==> src/rtl/hazard_fw_unit_if.sv <==
// Hazard/forwarding control bundle between the pipeline datapath and hazard_fw_unit.
// master drives pipeline state; slave (the unit) returns selects and stall controls.
interface hazard_fw_unit_if #(
    parameter int NUM_SRC = 2,
    parameter int NUM_FWD = 2,
    parameter int CNT_W   = 16,
    parameter int SEL_W   = $clog2(NUM_FWD + 1)
);
    logic [5*NUM_SRC-1:0]     ifid_rs;
    logic [NUM_SRC-1:0]       ifid_rs_used;
    logic [5*NUM_SRC-1:0]     idex_rs;
    logic [4:0]               idex_rd;
    logic                     idex_load_regfile;
    logic                     idex_is_load;
    logic [5*NUM_FWD-1:0]     fwd_rd;
    logic [NUM_FWD-1:0]       fwd_load_regfile;
    logic [NUM_FWD-1:0]       fwd_is_load;
    logic                     mem_stall;
    logic [SEL_W*NUM_SRC-1:0] fwd_sel;
    logic                     stall_pc;
    logic                     stall_ifid;
    logic                     bubble_idex;
    logic                     stall_all;
    logic [CNT_W-1:0]         bubble_count;

    modport master (
        output ifid_rs, ifid_rs_used, idex_rs, idex_rd, idex_load_regfile, idex_is_load,
               fwd_rd, fwd_load_regfile, fwd_is_load, mem_stall,
        input  fwd_sel, stall_pc, stall_ifid, bubble_idex, stall_all, bubble_count
    );

    modport slave (
        input  ifid_rs, ifid_rs_used, idex_rs, idex_rd, idex_load_regfile, idex_is_load,
               fwd_rd, fwd_load_regfile, fwd_is_load, mem_stall,
        output fwd_sel, stall_pc, stall_ifid, bubble_idex, stall_all, bubble_count
    );
endinterface

==> src/rtl/hazard_fw_unit.sv <==
// EX-stage forwarding select generation plus ID-stage load-use bubble FSM
// with a saturating bubble counter.
module hazard_fw_unit #(
    parameter int NUM_SRC      = 2,
    parameter int NUM_FWD      = 2,
    parameter int LOAD_USE_LAT = 1,
    parameter int CNT_W        = 16,
    parameter int SEL_W        = $clog2(NUM_FWD + 1)
) (
    input  logic           clk,
    input  logic           rst,
    hazard_fw_unit_if.slave bus
);
    localparam int CW = $clog2(LOAD_USE_LAT + 1);

    typedef enum logic {RUN, BUBBLE} state_t;

    state_t               state, state_nxt;
    logic [CW-1:0]        cnt, cnt_nxt;
    logic [CNT_W-1:0]     bcount;
    logic [NUM_SRC-1:0]   found;
    logic                 hazard;
    logic                 bubble;

    // First qualifying stage in youngest-to-oldest order wins; loads still too
    // young to have data are skipped so an older stage may supply the value.
    always_comb begin
        bus.fwd_sel = '0;
        found       = '0;
        if (!rst) begin
            for (int unsigned i = 0; i < NUM_SRC; i++) begin
                for (int unsigned k = 0; k < NUM_FWD; k++) begin
                    if (!found[i] && bus.fwd_load_regfile[k] &&
                        bus.fwd_rd[5*k +: 5] != 5'd0 &&
                        bus.fwd_rd[5*k +: 5] == bus.idex_rs[5*i +: 5] &&
                        !((k + 1 < LOAD_USE_LAT) && bus.fwd_is_load[k])) begin
                        found[i]                     = 1'b1;
                        bus.fwd_sel[SEL_W*i +: SEL_W] = SEL_W'(k + 1);
                    end
                end
            end
        end
    end

    always_comb begin
        hazard = 1'b0;
        for (int unsigned i = 0; i < NUM_SRC; i++) begin
            if (bus.ifid_rs_used[i] && bus.idex_is_load && bus.idex_load_regfile &&
                bus.idex_rd != 5'd0 && bus.ifid_rs[5*i +: 5] == bus.idex_rd)
                hazard = 1'b1;
        end
    end

    always_comb begin
        state_nxt     = state;
        cnt_nxt       = cnt;
        bubble        = 1'b0;
        bus.stall_all = 1'b0;
        if (rst) begin
            state_nxt = RUN;
            cnt_nxt   = '0;
        end else begin
            bus.stall_all = bus.mem_stall;
            if (!bus.mem_stall) begin
                case (state)
                    RUN: begin
                        if (hazard) begin
                            bubble = 1'b1;
                            if (LOAD_USE_LAT > 1) begin
                                state_nxt = BUBBLE;
                                cnt_nxt   = CW'(LOAD_USE_LAT - 1);
                            end
                        end
                    end
                    BUBBLE: begin
                        bubble  = 1'b1;
                        cnt_nxt = cnt - CW'(1);
                        if (cnt == CW'(1))
                            state_nxt = RUN;
                    end
                    default: state_nxt = RUN;
                endcase
            end
        end
    end

    always_ff @(posedge clk) begin
        if (rst) begin
            state  <= RUN;
            cnt    <= '0;
            bcount <= '0;
        end else begin
            state <= state_nxt;
            cnt   <= cnt_nxt;
            if (bubble && bcount != '1)
                bcount <= bcount + CNT_W'(1);
        end
    end

    assign bus.stall_pc     = bubble;
    assign bus.stall_ifid   = bubble;
    assign bus.bubble_idex  = bubble;
    assign bus.bubble_count = bcount;
endmodule
==> src/flat_wrapper.sv <==
// flat-port wrapper written by rule: the top's interface ports become plain ports
module hazard_fw_unit_flat 
#(
    parameter int NUM_SRC      = 2,
    parameter int NUM_FWD      = 2,
    parameter int LOAD_USE_LAT = 1,
    parameter int CNT_W        = 16,
    parameter int SEL_W        = $clog2(NUM_FWD + 1)
)
  (clk, rst, bus_ifid_rs, bus_ifid_rs_used, bus_idex_rs, bus_idex_rd, bus_idex_load_regfile, bus_idex_is_load, bus_fwd_rd, bus_fwd_load_regfile, bus_fwd_is_load, bus_mem_stall, bus_fwd_sel, bus_stall_pc, bus_stall_ifid, bus_bubble_idex, bus_stall_all, bus_bubble_count);
  hazard_fw_unit_if #(.NUM_SRC(NUM_SRC), .NUM_FWD(NUM_FWD), .CNT_W(CNT_W), .SEL_W(SEL_W)) bus_i ();
  input  logic clk;
  input  logic rst;
  input wire logic [$bits(bus_i.ifid_rs)-1:0] bus_ifid_rs;
  input wire logic [$bits(bus_i.ifid_rs_used)-1:0] bus_ifid_rs_used;
  input wire logic [$bits(bus_i.idex_rs)-1:0] bus_idex_rs;
  input wire logic [$bits(bus_i.idex_rd)-1:0] bus_idex_rd;
  input wire logic [$bits(bus_i.idex_load_regfile)-1:0] bus_idex_load_regfile;
  input wire logic [$bits(bus_i.idex_is_load)-1:0] bus_idex_is_load;
  input wire logic [$bits(bus_i.fwd_rd)-1:0] bus_fwd_rd;
  input wire logic [$bits(bus_i.fwd_load_regfile)-1:0] bus_fwd_load_regfile;
  input wire logic [$bits(bus_i.fwd_is_load)-1:0] bus_fwd_is_load;
  input wire logic [$bits(bus_i.mem_stall)-1:0] bus_mem_stall;
  output wire logic [$bits(bus_i.fwd_sel)-1:0] bus_fwd_sel;
  output wire logic [$bits(bus_i.stall_pc)-1:0] bus_stall_pc;
  output wire logic [$bits(bus_i.stall_ifid)-1:0] bus_stall_ifid;
  output wire logic [$bits(bus_i.bubble_idex)-1:0] bus_bubble_idex;
  output wire logic [$bits(bus_i.stall_all)-1:0] bus_stall_all;
  output wire logic [$bits(bus_i.bubble_count)-1:0] bus_bubble_count;
  assign bus_i.ifid_rs = bus_ifid_rs;
  assign bus_i.ifid_rs_used = bus_ifid_rs_used;
  assign bus_i.idex_rs = bus_idex_rs;
  assign bus_i.idex_rd = bus_idex_rd;
  assign bus_i.idex_load_regfile = bus_idex_load_regfile;
  assign bus_i.idex_is_load = bus_idex_is_load;
  assign bus_i.fwd_rd = bus_fwd_rd;
  assign bus_i.fwd_load_regfile = bus_fwd_load_regfile;
  assign bus_i.fwd_is_load = bus_fwd_is_load;
  assign bus_i.mem_stall = bus_mem_stall;
  assign bus_fwd_sel = bus_i.fwd_sel;
  assign bus_stall_pc = bus_i.stall_pc;
  assign bus_stall_ifid = bus_i.stall_ifid;
  assign bus_bubble_idex = bus_i.bubble_idex;
  assign bus_stall_all = bus_i.stall_all;
  assign bus_bubble_count = bus_i.bubble_count;
  hazard_fw_unit #(.NUM_SRC(NUM_SRC), .NUM_FWD(NUM_FWD), .LOAD_USE_LAT(LOAD_USE_LAT), .CNT_W(CNT_W), .SEL_W(SEL_W)) u_core (.clk(clk), .rst(rst), .bus(bus_i));
endmodule
==> config.mk <==
export PLATFORM = sky130hd
export DESIGN_NAME = hazard_fw_unit_flat
export DESIGN_NICKNAME = d
export VERILOG_FILES = /design/src/rtl/hazard_fw_unit_if.sv /design/src/rtl/hazard_fw_unit.sv /design/src/flat_wrapper.sv
export SDC_FILE = /design/constraint.sdc
export NUM_CORES = 1
export LEC_CHECK = 0
export CORE_MARGIN = 10
export CORE_UTILIZATION = 40
export DETAILED_ROUTE_END_ITERATION = 16
export PLACE_DENSITY = 0.8
export SETUP_SLACK_MARGIN = 0.4
export SKIP_LAST_GASP = 1
export SLEW_MARGIN = 20
export SYNTH_ARGS = -nofsm -noshare
export SYNTH_HDL_FRONTEND = slang
export SYNTH_SLANG_ARGS = --single-unit
==> constraint.sdc <==
create_clock -name clk -period 2.25 [get_ports clk]
set_clock_uncertainty 0.05 [all_clocks]
set_input_delay 0.45 -clock clk [delete_from_list [all_inputs] [get_ports clk]]
set_output_delay 0.45 -clock clk [all_outputs]
set_load 0.01 [all_outputs]
* After elaboration in Yosys (flattened, before gate mapping)
Index checks and enable logic that the tools add are counted.
** Storage, ports and cells
- Bits in registers :: 18
- Output and inout bits :: 24
** Cells by class
- Add/sub/neg operators :: 2
- Eq/ne operators :: 7
- Muxes and demuxes :: 18
- Bitwise operators :: 2
- Reductions and logical operators :: 24
** Operators by type and width (number)
- $eq 5x5->1 :: 6
- $logic_and 1x1->1 :: 18
- $add 16x1->16 const B :: 1
- $ne 16x16->1 const B :: 1
- $reduce_bool 5->1 :: 3
- $mux 1 :: 14
- $mux 2 :: 2
- $mux 4 :: 1
- $logic_not 1->1 :: 2
- $not 1->1 :: 2
- $pmux 1 s2 :: 1
- $reduce_and 2->1 :: 1
- $sub 1x1->1 const B :: 1

* Longest topological paths before layout
- Depth in word-level cells :: 11
- Mapped depth :: 8
- Depth with buffers taken out :: 7

* Worst setup path before layout
No wires, ideal clock.
- Path type :: input to output
- Start point :: input port bus_fwd_rd[0]
- End point :: output port bus_fwd_sel[1]
- Arrival time :: 1.813 ns
- Required time :: 1.750 ns
- Slack :: -0.063 ns
- Cell stages on the path :: 4
- Path buffers :: 0
- Path through :: or4_1 > o21ai_0 > nor3_1 > nor4_1
** On the way
- Word-level cells in the longest chain between the ends :: 11
** RTL lines
- start: declaration :: RTL line flat_wrapper.sv:20 : input wire logic [$bits(bus_i.fwd_rd)-1:0] bus_fwd_rd;
- $reduce_bool 5->1 :: RTL line hazard_fw_unit.sv:34 : bus.fwd_rd[5*k +: 5] != 5'd0 &&
- $logic_and 1x1->1 :: RTL line hazard_fw_unit.sv:33 : if (!found[i] && bus.fwd_load_regfile[k] &&
- $logic_and 1x1->1 * :: RTL line hazard_fw_unit.sv:34
- $mux 1 * :: RTL line hazard_fw_unit.sv:33
- $mux 1 * :: RTL line hazard_fw_unit.sv:30 : if (!rst) begin
- $logic_not 1->1 * :: RTL line hazard_fw_unit.sv:33
- $logic_and 1x1->1 * (2 in a row) :: RTL line hazard_fw_unit.sv:33
- $logic_and 1x1->1 * :: RTL line hazard_fw_unit.sv:34
- $mux 2 * :: RTL line hazard_fw_unit.sv:33
- $mux 4 * :: RTL line hazard_fw_unit.sv:30
- end: declaration :: RTL line flat_wrapper.sv:24 : output wire logic [$bits(bus_i.fwd_sel)-1:0] bus_fwd_sel;
Mark *: on every way between the ends. The rest lies on a longest branch, timed or not. The select of a mux whose other input is x is not followed.

* Final worst setup path
- Start point :: input port bus_fwd_rd[7]
- End point :: output port bus_fwd_sel[1]
** On the way
- Word-level cells in the longest chain between the ends :: 5
** RTL lines (RTL line)
- $reduce_bool 5->1 :: hazard_fw_unit.sv:34
- $logic_and 1x1->1 :: hazard_fw_unit.sv:33
- $logic_and 1x1->1 * :: hazard_fw_unit.sv:34
- $mux 2 * :: hazard_fw_unit.sv:33
- $mux 4 * :: hazard_fw_unit.sv:30
Mark *: on every way between the ends. The rest lies on a longest branch, timed or not.

==> metrics.csv <==
stage,metric,value,unit
run_status,outcome,"complete, but fails checks",
run_status,failing checks,negative setup slack,
yosys,top area cells in the synthesized netlist,"dfxtp_1, xnor2_1, xor2_1",
detailed_routing,routed len/inst,17.8,µm
critical_path,Worst setup endpoint,bus_fwd_sel[1],
hold_path,worst min path class,flop to flop,
timing,Rel. slew slack,0.798,
placement,pre-CTS WS,-886,ps
power,P_sw,0.000213,W
yosys,most numerous cell in the Yosys netlist,xnor2_1,
critical_path,R2R depth,8,
yosys,mux contribution to synthesized area,0.0177,
grt,first-pass GRT wire length,7.88,mm
cts,CTS sink count,18,
layout,share of cells above drive strength 1,0.526,
yosys,main combinational cell family by area after synthesis,simple AND/OR/NAND/NOR gates,
cts,Num CTS Buffers,3,
cts,Worst-path clk slew,100,ps
layout,final net count,322,
yosys,cell count after synthesis,164,
critical_path,CP Max Fanout,3,
layout,final core occ,0.812,
yosys,"Avg Cell Area, Syn",8.61,µm²
power,Switching Share,0.275,
floorplan,Rows,21,
floorplan,IO Pins,70,
timing,setup ws final,-8.69,ps
detailed_routing,Pre-Repair DR Iteration Count,4,
critical_path,R2R Setup Slk,190,ps
power,Int Pwr,0.000561,W
timing,Hold Worst Slack,440,ps
detailed_routing,Antenna Nets Post-Route,0,
critical_path,Reg2Reg Capture Point,u_core.bus.bubble_count[5],
placement,GPL Wtd Cong,0.799,
placement,port buffer count,67,
critical_path,Critical Path Start Type,primary input,
critical_path,CP required,1750,ps
yosys,Unique masters post-synth,37,
run,max_cap viols,0,
timing,Highest Clock Rate,443,MHz
timing,Final Hold Fails,0,
yosys,fraction of registers with async set/reset,0,
timing,max-slew violations,0,
detailed_routing,via count,1739,
cts,Clock Latency Late Sink,300,ps
power,Reg power frac,0.411,
critical_path,CP Class,primary input to output pin,
floorplan,Die Y,79.4,µm
yosys,largest area contributor in the netlist,dfxtp_1,
yosys,Synth Net Count,211,
cts,CTS tree,done,
layout,Antenna Cells,0,
timing,final worst-path cycle share,1.00,
yosys,Ys Warns,0,
timing,Final Critical Period,2260,ps
power,clock share of power,0.264,
yosys,Post-Synth XOR/XNOR Area,0.205,
timing,Final setup viols,1,
critical_path,CP most frequent cell,buf_6,
cts,H-Tree Depth,1,
yosys,post-synth top area share,0.255,
power,combinational group share of total power,0.325,
critical_path,Reg-to-Reg Start,u_core.bus.bubble_count[0],
floorplan,CORE AREA,3360,µm²
placement,hpwl dp,3.78,mm
yosys,complex-gate fraction of the synthesized area,0.156,
yosys,#FFs+latches synth,18,
grt,grt ovf,0,
yosys,Synth top cells by count,"xnor2_1, dfxtp_1, xor2_1",
yosys,Netlist Area Pre-Place,1410,µm²
detailed_routing,Vias/cell,5.43,
floorplan,Die W,79.4,µm
detailed_routing,Detailed Route WL,5.68,mm
yosys,post-synthesis adder-cell area fraction,0.00886,
critical_path,CP Capture Type,output pin,
placement,DP Area,2380,µm²
critical_path,CP arrival,1760,ps
yosys,number of synthesized flops with an enable pin,0,
detailed_routing,DRC,0,
timing,unrepaired setup endpoints after global routing,yes,
yosys,"Seq/Total Area, Yosys",0.255,
grt,vias in the first global route,1677,
power,Max VDD drop,0.000202,V
critical_path,Critical-path top delay cell,or4_1,
yosys,Main synth FF type,dfxtp_1,
power,PD cells,283,nW/µm²
grt,initial antenna violation count,0,
layout,Fill cells,212,
layout,area delta synth->final,93.4,%
critical_path,Worst path max stage delay,490,ps
detailed_routing,DR iter-0 viols,53,
power,Pleak,1.15,nW
critical_path,crit path cell chain,buf_6 -> buf_6 -> xor2_1 -> or4_1 -> nor4_2 -> buf_2,
timing,Worst Tran Pin Value,300,ps
floorplan,DIE AREA,6310,µm²
floorplan,Initial Util,0.420,
grt,GRT Overall Usage,0.150,
yosys,fraction of the mapped netlist area in simple logic gates,0.334,
cts,clock tree buffer depth,2,
layout,"Design Area, Final",2730,µm²
cts,CTS root buffer,clkbuf_4,
critical_path,CP startpoint,bus_fwd_rd[7],
grt,largest net degree at the start of global routing,25,
## power by group through the flow
| stage | Clock, W | Sequential, W | Combinational (W) |
|---|---|---|---|
| CTS | 0.000208 | 0.000318 | 0.000228 |
| finish | 0.000205 | 0.000318 | 0.000251 |
| detailed placement | 0 | 0.000326 | 0.000214 |
| global route | 0.000222 | 0.000318 | 0.000267 |
| floorplan | 0 | 0.000326 | 0.0000773 |
| global placement | 0 | 0.000326 | 0.000210 |
## worst min-delay path by stage
stage,startpoint,depth (start not counted),slack (ps),endpoint
2_1_floorplan,u_core.cnt,2,430,u_core.cnt
3_3_place_gp,u_core.cnt,2,440,u_core.cnt
3_5_place_dp,u_core.bus.bubble_count[9],2,450,u_core.bus.bubble_count[9]
4_1_cts,u_core.bus.bubble_count[9],2,470,u_core.bus.bubble_count[9]
5_1_grt,u_core.bus.bubble_count[9],2,450,u_core.bus.bubble_count[9]
6_report,u_core.bus.bubble_count[9],2,440,u_core.bus.bubble_count[9]
## layer usage
metal,up-vias,global-route usage,share of wire
met1,842,0.167,0.41
met4,0,0.0430,0.0058
met3,6,0.0597,0.065
met5,-,0,0
li1,828,-,-
met2,63,0.257,0.52
## area by class of cell
type	count	area (µm²)	share of cell area
multi-input combinational	141	1250	0.458
tap	46	57.6	0.0211
sequential	18	372	0.136
clock buffer	4	36.3	0.0133
timing repair buffer	111	1010	0.372
## sequential cells by signal, indices dropped and copies added, names as in the netlist
name	count
u_core.state	1
u_core.bus.bubble_count	16
u_core.cnt	1
## worst max-delay path: cells and delay by family
kind,cells,cell delay [ps]
simple gates,2,790
xor+xnor,1,140
buf+inv,3,380
## repair_timing
action / 4_1_cts / 5_1_grt
setup endpoints to repair: 26 / 30
hold buffers: 0 / 0
hold endpoints to repair: 0 / 0
setup buffers: 9 / 6
pin swaps: 36 / 34
cloned: 0 / 1
resized for setup: 154 / 76
## cell usage in the layout, fill, tap and decap left out, types with 5 or more instances in the layout
cell / instances
buf_6: 26
buf_4: 24
xnor2_1: 17
clkdlybuf4s50_1: 17
buf_2: 15
xor2_1: 12
nand4_1: 9
dlygate4sd2_1: 9
dfxtp_1: 9
dfxtp_2: 9
nand2_1: 7
o21ai_2: 6
a21oi_2: 6
nor2_1: 6
clkbuf_2: 6
nand3_1: 5
or3_4: 5
or3_1: 5
a21oi_1: 5
## cells by family (layout without fill, tap and decap cells)
kind of cell,Yosys count,count (layout)
buffers and inverters,5,115
AO/OA/AOI/OAI,31,31
XOR/XNOR,33,33
adder cells (fa/ha/maj),1,1
flip-flops,18,18
multiplexers,2,2
AND/OR/NAND/NOR,74,74
## stage by stage
| step | std cells | setup TNS [ps] | total power [W] |
|---|---|---|---|
| floorplan | 164 | 0 | 0.000403 |
| detailed placement | 300 | -10150 | 0.000540 |
| finish | 320 | -8.69 | 0.000774 |
| global route | 320 | -59.3 | 0.000807 |
| global placement | 300 | -9500 | 0.000536 |
| CTS | 313 | -228 | 0.000755 |
Power figures use the tool's default switching activity.
